### src/rtl/cascade_counter.sv
// Cascaded mod-N up/down counter chain (e.g. mm:ss digits).
// Selectable entry stage, wrap/saturate, clamped masked load.
module cascade_counter #(
    parameter int STAGES = 4,
    parameter int WIDTH = 4,
    parameter logic [STAGES*WIDTH-1:0] MAXV = 16'h5959
) (
    input  logic clk,
    input  logic reset,
    input  logic en,
    input  logic up,
    input  logic down,
    input  logic [$clog2(STAGES)-1:0] stage_sel,
    input  logic chain,
    input  logic sat,
    input  logic load,
    input  logic [STAGES-1:0] load_mask,
    input  logic [STAGES*WIDTH-1:0] data,
    output logic [STAGES*WIDTH-1:0] count,
    output logic carry_out,
    output logic borrow_out,
    output logic at_max,
    output logic at_zero
);

    logic [STAGES*WIDTH-1:0] count_d;
    logic carry_d;
    logic borrow_d;
    logic sel_ok;
    logic grp_max;
    logic grp_zero;
    logic step;
    logic cy;
    logic [WIDTH-1:0] dig;
    logic [WIDTH-1:0] mx;

    assign sel_ok = int'(stage_sel) < STAGES;

    // Saturation group: entry stage, plus everything above it when chained
    always_comb begin
        grp_max = 1'b1;
        grp_zero = 1'b1;
        for (int i = 0; i < STAGES; i++) begin
            if (i == int'(stage_sel) || (chain && i > int'(stage_sel))) begin
                if (count[i*WIDTH +: WIDTH] != MAXV[i*WIDTH +: WIDTH])
                    grp_max = 1'b0;
                if (count[i*WIDTH +: WIDTH] != '0)
                    grp_zero = 1'b0;
            end
        end
    end

    assign step = en & (up ^ down) & sel_ok
                & ~(sat & (up ? grp_max : grp_zero));

    // Next count: clamped masked load, else ripple step from entry stage
    always_comb begin
        count_d = count;
        carry_d = 1'b0;
        borrow_d = 1'b0;
        cy = 1'b0;
        dig = '0;
        mx = '0;
        if (load) begin
            for (int i = 0; i < STAGES; i++) begin
                dig = data[i*WIDTH +: WIDTH];
                mx = MAXV[i*WIDTH +: WIDTH];
                if (load_mask[i])
                    count_d[i*WIDTH +: WIDTH] = (dig > mx) ? mx : dig;
            end
        end else if (step) begin
            for (int i = 0; i < STAGES; i++) begin
                dig = count[i*WIDTH +: WIDTH];
                mx = MAXV[i*WIDTH +: WIDTH];
                if (i == int'(stage_sel))
                    cy = 1'b1;
                else if (!chain)
                    cy = 1'b0;
                if (cy) begin
                    if (up) begin
                        if (dig == mx) begin
                            count_d[i*WIDTH +: WIDTH] = '0;
                        end else begin
                            count_d[i*WIDTH +: WIDTH] = dig + 1'b1;
                            cy = 1'b0;
                        end
                    end else begin
                        if (dig == '0) begin
                            count_d[i*WIDTH +: WIDTH] = mx;
                        end else begin
                            count_d[i*WIDTH +: WIDTH] = dig - 1'b1;
                            cy = 1'b0;
                        end
                    end
                end
            end
            // cy still set here means the top stage wrapped
            carry_d = cy & up;
            borrow_d = cy & down;
        end
    end

    // State and wrap-pulse registers
    always_ff @(posedge clk or posedge reset) begin
        if (reset) begin
            count <= '0;
            carry_out <= 1'b0;
            borrow_out <= 1'b0;
        end else begin
            count <= count_d;
            carry_out <= carry_d;
            borrow_out <= borrow_d;
        end
    end

    assign at_max = (count == MAXV);
    assign at_zero = (count == '0);

endmodule

### config.mk
export PLATFORM = sky130hd
export DESIGN_NAME = cascade_counter
export DESIGN_NICKNAME = d
export VERILOG_FILES = /design/src/rtl/cascade_counter.sv
export SDC_FILE = /design/constraint.sdc
export NUM_CORES = 1
export LEC_CHECK = 0
export ABC_AREA = 1
export BUFFER_PORTS_ARGS = -buffer_cell sky130_fd_sc_hd__buf_2
export CORE_MARGIN = 5
export CORE_UTILIZATION = 45
export CTS_CLUSTER_DIAMETER = 120
export DETAILED_ROUTE_END_ITERATION = 6
export PLACE_DENSITY_LB_ADDON = 0.15
export REMOVE_ABC_BUFFERS = 1
export SETUP_SLACK_MARGIN = 0.1
export SYNTH_ARGS = -nofsm -noshare
export SYNTH_HDL_FRONTEND = slang
export SYNTH_SLANG_ARGS = --single-unit
### constraint.sdc
create_clock -name clk -period 4.4 [get_ports clk]
set_input_delay 0.44 -clock clk [delete_from_list [all_inputs] [get_ports clk]]
set_output_delay 0.44 -clock clk [all_outputs]
set_load 0.02 [all_outputs]
-- After elaboration in Yosys (flattened, before gate mapping)
Cells that the tools add are included.
- add/sub/neg operators: 8
- magnitude comparators: 7
- equality and inequality tests: 16
- muxes and demuxes: 80
- bitwise logic cells: 7
- reductions and logical operators: 25
- operator list (kind ; number):
    $mux 4 ; 24
    $mux 1 ; 54
    $mux 16 ; 2
    $add 4x1->4 const B ; 4
    $eq 16x15->1 const B ; 1
    $logic_not 16->1 ; 1
    $logic_not 4->1 ; 4
    $reduce_bool 4->1 ; 4
    $sub 4x1->4 const B ; 4
    $reduce_and 3->1 ; 4
    $reduce_bool 2->1 ; 5
    $eq 4x3->1 const B ; 2
    $eq 4x4->1 const B ; 2
    $gt 4x3->1 const B ; 2
    $gt 4x4->1 const B ; 2
    $ne 2x1->1 const B ; 4
    $ne 4x3->1 const B ; 2
    $ne 4x4->1 const B ; 2
    $and 1x1->1 ; 5
    $eq 2x2->1 const A ; 2
    $gt 2x2->1 const A ; 2
    $logic_and 1x1->1 ; 3
    $logic_or 1x1->1 ; 3
    $eq 1x2->1 const A ; 1
    4 further kinds ; 4
- flip-flop bits (word level): 18
- input port bits: 30
- output and inout bits: 20
- logic and storage cells: 149

-- Depth between registers and ports, before layout
Gate-level depths: netlist of the first run.
- depth in word-level cells: 36
- depth in mapped cells: 14
- mapped depth without buffers: 14

-- Least setup slack after synthesis of the first run
No wires, ideal clock.
- kind: flip-flop to output port
- from: register count[0]
- to: output at_zero
- arrival: 1.521 ns
- data required time: 3.960 ns
- slack: 2.439 ns
- cell stages (with the launch flop): 4
- buffers on the path: 0
- path through: dfrtp_1 > nor2_2 > nand2_2 > nor4_1
- word-level cells in the longest chain between the ends: 1
- ends and longest elaborated chain (element ; line ; RTL):
    from (decl) ; 19 ; output logic [STAGES*WIDTH-1:0] count,
    from (signal assigned) ; 110 ; count <= count_d;
    $logic_not 16->1 ; 117 ; assign at_zero = (count == '0);
    to (decl) ; 23 ; output logic at_zero
Every way passes these cells.

-- Final worst setup path of the first run
- from: register count[2]
- to: output at_zero
The elaborated chain is that of the path after synthesis.

==> run metrics, run 1 <==
dominant cells by area after synthesis=dfrtp_1, nand2_1, nand3_1; Routed Antenna Nets=0; largest family of logic cells by synthesized area=simple AND/OR/NAND/NOR gates; Synth Register Bits=18; clk buf depth=2; footprint of the multi-input gates=1170 µm²; Remaining DRCs=0; Final Skew=2.96 ps; Synth-to-Final Area Change=18.6%; fmax=464 MHz; n_diodes=0; Synth Area in Compound Gates=13.6%; CTS resizes=0; IO Port Bufs=49; Core Area=3720 µm²; layout cells sized above 1=30.9%; Placed Area=2030 µm²; max-slew violations=0; Register Area=450 µm²; post-CTS setup buffers=0; CTS Hold Buffers Added=0; Filler cells=408; Leak=0.00115 µW; Required @ worst endpoint=3960 ps; min cycle time layout=2160 ps; vias in the first global route=1706; mux cell area share after synthesis=0%; Post-Synth XOR/XNOR Area=0.999%; crit path capture type=primary output; placer congestion estimate=0.817; fraction of registers with async set/reset=100%; Rel. slew slack=51.3%; clock sinks=18; IO Count=50; setup TNS=0 ps; Die Height=72.4 µm; critical path arrival=1720 ps; Worst Hold Class=in2async; Adder-Cell Fraction of Synth Area=0%; hpwl dp=3.56 mm; CP Max Fanout=7; Yosys top cell area share=25.7%; final WL=4.50 mm; R2R Setup Slk=2640 ps; antenna violations before repair=0; router iterations before antenna repair=4; CP Launch Type=flop; mapped cell area=1750 µm²; Place WS=2390 ps; RSZ-0062 raised after global routing=false; Nets=342; largest net degree at the start of global routing=23; die width=72.4 µm; global-route wire length before repair=7.63 mm; Fin. Hold Viols=0; endpoints failing setup=0; simple-gate share of the synthesized area=52.2%; Final Cell Area=2080 µm²; syn avg cell area=6.64 µm²; Worst-Skew Late Latency=260 ps; initial core utilization=47.2%; status=finished clean; Post-synth EDFFs=0; CTS tree=built; wire length per cell=12.5 µm; Root Buffer=clkbuf_8; placement row count=22; Cell Pwr Density=335 nW/µm²; 1st-iter DRT viols=146; final worst slack=2240 ps; post-synthesis sequential area ratio=25.7%; worst slew pin tran=730 ps; H-tree levels=1; max_cap viols=0; Vias/cell=5.14; Setup CP Type=reg2out; commonest non-fill, non-tap cell in the layout=nand2_1; top_reg_cell synth=dfrtp_1; Worst VDD drop=0.215 mV; commonest cells after routing, fill and taps aside=nand2_1, buf_2, nand3_1; Synth area leader=dfrtp_1; post-synth cell types=34; Die Footprint=5250 µm²; grt ovf=0; Clock transition at path regs=70 ps; Synth Instances=264; Final Cycle Share=49.0%; gr usage total=17.9%; Vias=1844; CTS Buf Count=3; synth warn=0
[registers in the layout, summed over array words and instances, names as in the netlist]
register    flops
borrow_out      1
carry_out       1
count          16
[area by class of cell]
cell class / instances / share of cell area (%)
clock buffers: 4 / 2.65
inverters: 26 / 4.69
multi-input cells: 214 / 56.3
flip-flops and latches: 18 / 21.6
well taps: 48 / 2.89
repair buffers: 49 / 11.8
[metal layers]
metal  share of wire, %  track usage [%]
met5                  0                0
met4               0.49             2.87
met3                5.4             4.02
met2                 46             29.2
met1                 48             24.7
[through the flow]
stage / hold slack (ps) / utilization, % / power [µW] / instances
finish: 296 / 56.0 / 698 / 359
global route: 382 / 56.0 / 758 / 359
CTS: 317 / 56.0 / 704 / 359
detailed placement: 549 / 54.5 / 564 / 355
global placement: 554 / 54.5 / 562 / 355
floorplan: 379 / - / 471 / 258
[cells in the mapped netlist, types with 3 or more instances]
cell	n
nor2_1	22
a21oi_1	8
nand3_1	28
buf_2	3
nor2_2	7
nor2_4	3
nor3_1	4
inv_2	6
dfrtp_1	18
o21ai_0	14
nand2_2	8
nand2_4	12
a31oi_1	5
nand2_1	78
inv_1	20
[worst paths after layout]
| kind | startpoint | end | cells past startpoint |
|---|---|---|---|
| hold / removal | reset | count[10] | 2 |
| min in group clk | down | borrow_out | 3 |
| max in group asynchronous | reset | count[13] | 2 |
| hold reg to reg | count[3] | count[3] | 2 |
| setup / recovery | count[2] | at_zero | 4 |
| setup reg to reg | count[8] | count[14] | 12 |
[logic make-up (layout without fill, tap and decap cells)]
| kind of cell | count (synthesis) | after routing |
|---|---|---|
| and+or+nand+nor | 173 | 173 |
| buffers and inverters | 32 | 79 |
| AOI/OAI and AO/OA | 39 | 39 |
| DFF | 18 | 18 |
| xor gates and xnor gates | 2 | 2 |
[critical path, cell delays in order (launching register included)]
cell,delay [ps]
dfrtp_1,470
nor2_1,220
nand2_2,110
nor4_1,410
buf_2,240
[report_power, final]
part	switching, µW	internal [µW]	total, µW
Sequential	49.4	192	241
Combinational	205	113	319
Clock	58.2	79.6	138
No activity file was read; power rests on OpenSTA's default activity.
==> run 2: changes to the inputs <==
--- a/config.mk
+++ b/config.mk
@@ -5,7 +5,7 @@
 export SDC_FILE = /design/constraint.sdc
 export NUM_CORES = 1
 export LEC_CHECK = 0
-export ABC_AREA = 1
+export ABC_AREA = 0
 export BUFFER_PORTS_ARGS = -buffer_cell sky130_fd_sc_hd__buf_2
 export CORE_MARGIN = 5
 export CORE_UTILIZATION = 45
==> constraint.sdc (replaced) <==
create_clock -name clk -period 1.75 [get_ports clk]
set_input_delay 0.175 -clock clk [delete_from_list [all_inputs] [get_ports clk]]
set_output_delay 0.175 -clock clk [all_outputs]
set_load 0.02 [all_outputs]
==> run 2 against run 1 <==
The run now ends with setup timing left. Wire length up 20%. Sequential cell count unchanged. Clock power rose to 2.5 times the previous value. Sequential power up 150%.
==> run metrics, run 2 <==
status=complete, but fails checks; failing checks=setup timing; Vias/cell=5.75; Final Skew=6.66 ps; CTS Hold Buffers Added=0; mapped cell area=1760 µm²; critical path arrival=2190 ps; Internal=1620 µW; sequential share of power=20.6%; Core Area=3720 µm²; CP Launch Type=flop; n_diodes=0; hpwl dp=4.04 mm; endpoints failing setup=18; Reg-to-Reg Start=count[6]; Worst Hold Class=in2async; min cycle time layout=2050 ps; post-synth cell types=53; Post-synth EDFFs=0; syn avg cell area=7.69 µm²; Worst-Skew Late Latency=260 ps; Rel. slew slack=50.7%; Nets=342; IO Count=50; clock sinks=18; CTS Buf Count=3; Final Cycle Share=117%; Cell Pwr Density=1140 nW/µm²; Root Buffer=clkbuf_8; largest net degree at the start of global routing=19; die width=72.6 µm; Routed Antenna Nets=0; Clock transition at path regs=70 ps; CTS tree=built; Clk network pwr share=11.8%; gr usage total=20.2%; CP Launch Point=count[6]; synth warn=0; Net Sw Frac=44.4%; Filler cells=324; Worst VDD drop=0.532 mV; Final Cell Area=2560 µm²; Synth area leader=dfrtp_1; top_reg_cell synth=dfrtp_1; worst slew pin tran=721 ps; R2R Setup Slk=-300 ps; Leak=0.00120 µW; placement row count=22; Worst setup endpoint=count[7]; top cells by instance count after synthesis=nor2_1, dfrtp_1, nand2_1, nand3_1, o21ai_0; initial core utilization=47.4%; H-tree levels=1; grt ovf=0; max reg flops=16; Fin. Hold Viols=0; Synth Register Bits=18; Register Area=450 µm²; RSZ-0062 raised after global routing=true; final worst slack=-303 ps; crit path capture type=flop; layout cells sized above 1=44.1%; count leader, synth=nor2_1; Die Footprint=5270 µm²; Remaining DRCs=0; 1st-iter DRT viols=110; Setup CP Type=reg2reg; commonest non-fill, non-tap cell in the layout=buf_2; sw power=1300 µW; Yosys top cell area share=25.6%; Die Height=72.6 µm; Finished Core Util=68.9%; placer congestion estimate=0.846; dominant cells by area after synthesis=dfrtp_1, mux2_4, nor2_1; largest registers=count x16, borrow_out x1, carry_out x1; Synth-to-Final Area Change=45.3%; max-slew violations=0; wire length per cell=15.0 µm; antenna violations before repair=0; vias in the first global route=1825; Comb pwr share=67.5%; total power draw=2920 µW; setup TNS=-4280 ps; worst r2r dst=count[7]; final WL=5.38 mm; clk buf depth=2; Required @ worst endpoint=1890 ps; Synth Instances=229; post-route insts no fill=359; fmax=487 MHz; fraction of registers with async set/reset=100%; Worst R2R Path Depth=7; cell count after placement=350; IO Port Bufs=49; commonest cells after routing, fill and taps aside=buf_2, buf_4, nor2_1, dfrtp_1, nand2_1; max_cap viols=0; footprint of the multi-input gates=1320 µm²; CP Max Fanout=5; Vias=2066; Most flops, register=count; post-synthesis sequential area ratio=25.6%; Placed Area=2310 µm²; router iterations before antenna repair=4; global-route wire length before repair=8.60 mm
## run 2: critical path: stages (launching register included)
cell and delay, ps:
dfrtp_1 380, or3_4 400, a21boi_4 190, nand2_1 90
o211ai_2 100, nand4b_4 160, a32o_2 320, mux2_4 300
## run 2: how the worst min path moves through the flow
| stage | start | end | slack (ps) |
|---|---|---|---|
| after floorplan | reset | borrow_out | 110 |
| after global placement | reset | carry_out | 320 |
| after detailed placement | reset | carry_out | 320 |
| after CTS | reset | carry_out | 40 |
| after global routing | reset | count[14] | 100 |
| final | reset | carry_out | 30 |
## run 2: routing by layer
metal	GRT usage, %	part of all wire (%)
met5	0	0
met4	4.10	0.85
met3	3.17	5.4
met1	29.3	47
met2	31.9	47
## run 2: through the flow
| step | hold slack, ps | setup slack, ps |
|---|---|---|
| 6_report | 25.4 | -303 |
| 5_1_grt | 97.5 | -378 |
| 4_1_cts | 43.8 | -285 |
| 3_5_place_dp | 320 | -309 |
| 3_3_place_gp | 315 | -279 |
| 2_1_floorplan | 114 | -561 |
## run 2: power groups by stage
stage	logic [µW]	clock network [µW]	registers, µW
5_1_grt	2150	364	618
2_1_floorplan	732	0	915
4_1_cts	1840	348	593
6_report	1970	345	602
3_3_place_gp	1750	0	595
3_5_place_dp	1760	0	601
## run 2: cells by family after synthesis
kind of cell	count (synthesis)	synth area share (%)
flip-flops	18	25.6
XOR/XNOR	5	2.49
AO/OA/AOI/OAI	73	29.5
multiplexers	12	8.24
AND/OR/NAND/NOR	91	27.1
buffers and inverters	30	7.10
## run 2: layout make-up
class                   instances  share of cell area, %
multi-input cells             181                   51.6
repair buffers                 98                   24.9
flip-flops and latches         18                   17.6
well taps                      48                   2.35
clock buffers                   4                   2.15
inverters                      10                   1.47
## run 2: repair_timing
item	4_1_cts	5_1_grt
gates cloned	0	0
endpoints found under the setup margin	20	20
pin swaps	10	11
gates resized for setup	16	18
buffers inserted	2	5
==> run 3: changes to the inputs <==
--- a/config.mk
+++ b/config.mk
@@ -7,6 +7,7 @@
 export LEC_CHECK = 0
 export ABC_AREA = 0
 export BUFFER_PORTS_ARGS = -buffer_cell sky130_fd_sc_hd__buf_2
+export CAP_MARGIN = 20
 export CORE_MARGIN = 5
 export CORE_UTILIZATION = 45
 export CTS_CLUSTER_DIAMETER = 120
==> constraint.sdc (replaced) <==
create_clock -name clk -period 2.4 [get_ports clk]
set_input_delay 0.24 -clock clk [delete_from_list [all_inputs] [get_ports clk]]
set_output_delay 0.24 -clock clk [all_outputs]
set_load 0.02 [all_outputs]
==> run 3 against run 2 <==
The run now ends clean. Final area fell by 16%. Wire length fell by 8.8%. Critical path depth did not move. Sequential cell count did not move. Clock power fell by 38%. Largest power group unchanged. Die area did not move. Setup slack improved by 560 ps. Sequential share of layout area rose by 3.4 points.
==> run metrics, run 3 (synthesized netlist as in run 2, its figures left out) <==
status=finished clean; Fin Hold WS=96.3 ps; CTS resizes=0; endpoints failing setup=0; max reg flops=16; placer congestion estimate=0.839; Rel. slew slack=52.1%; Vias/cell=5.84; max-slew violations=0; Die Height=72.6 µm; footprint of the multi-input gates=1190 µm²; critical path arrival=2280 ps; initial core utilization=47.4%; Worst R2R Path Depth=7; Nets=309; Synth-to-Final Area Change=21.9%; IO Port Bufs=49; Remaining DRCs=0; final WL=4.91 mm; Routed Antenna Nets=0; Most flops, register=count; IO Count=50; CP Launch Type=flop; wire length per cell=15.1 µm; n_diodes=0; Filler cells=355; clk buf depth=2; Die Footprint=5270 µm²; post-CTS setup buffers=0; Final Cycle Share=89.2%; Final Skew=2.57 ps; Leak=0.000990 µW; Cell Pwr Density=831 nW/µm²; max_cap viols=0; Finished Core Util=57.8%; fmax=467 MHz; vias in the first global route=1748; Vias=1899; Worst-Skew Late Latency=250 ps; router iterations before antenna repair=4; global-route wire length before repair=8.29 mm; worst slew pin tran=718 ps; CP Max Fanout=6; Reg-to-Reg Start=count[6]; Worst VDD drop=0.537 mV; commonest cells after routing, fill and taps aside=buf_2, nor2_1, dfrtp_1; Worst Hold Class=in2async; placement row count=22; H-tree levels=1; Root Buffer=clkbuf_8; min cycle time layout=2140 ps; Register Area=450 µm²; Required @ worst endpoint=2540 ps; antenna violations before repair=0; Setup CP Type=reg2reg; grt ovf=0; CTS Hold Buffers Added=0; die width=72.6 µm; RSZ-0062 raised after global routing=false; worst r2r dst=count[1]; layout cells sized above 1=30.0%; clock sinks=18; hpwl dp=3.66 mm; CTS tree=built; largest registers=count x16, borrow_out x1, carry_out x1; R2R Setup Slk=260 ps; setup TNS=0 ps; crit path capture type=flop; gr usage total=19.2%; CTS Buf Count=3; commonest non-fill, non-tap cell in the layout=buf_2; 1st-iter DRT viols=145; Clock transition at path regs=70 ps; Fin. Hold Viols=0; largest net degree at the start of global routing=22; Core Area=3720 µm²
run 3: power breakdown:
part           switching [µW]  internal, µW  total, µW
registers                 125           385        511
logic                     607           453       1060
clock network             103           112        214
total                     835           950       1780
run 3: worst max path at each step:
stage / to / start / slack, ps
global route: count[10] / count[0] / 130
CTS: count[7] / count[0] / 250
detailed placement: count[6] / up / 130
finish: count[1] / count[6] / 260
global placement: count[7] / up / 230
floorplan: count[1] / count[8] / 90
run 3: layout make-up:
| class | count | area share, % |
|---|---|---|
| clock buffer | 3 | 1.92 |
| tap | 48 | 2.80 |
| sequential | 18 | 21.0 |
| multi-input combinational | 181 | 55.5 |
| timing repair buffer | 65 | 17.0 |
| inverter | 10 | 1.75 |
run 3: stage by stage:
step                setup slack [ps]  area (µm²)  power, µW  std cells
floorplan                       88.8        1670       1200        209
global placement                 229        2100       1560        322
detailed placement               132        2100       1560        322
CTS                              247        2140       1780        325
global route                     127        2150       1930        325
finish                           259        2150       1780        325
run 3: routing by layer:
| metal | part of all wire, % | track usage, % |
|---|---|---|
| met5 | 0 | 0 |
| met4 | 0.79 | 3.69 |
| met3 | 8.1 | 4.13 |
| met2 | 44 | 29.3 |
| met1 | 47 | 27.9 |
run 3: critical path: stages (launching register included):
cell and delay, ps:
dfrtp_1 400, or3_4 390, a21boi_2 230, o21ai_1 100
o211ai_2 90, nand4b_4 160, a32o_2 350, mux2_4 300
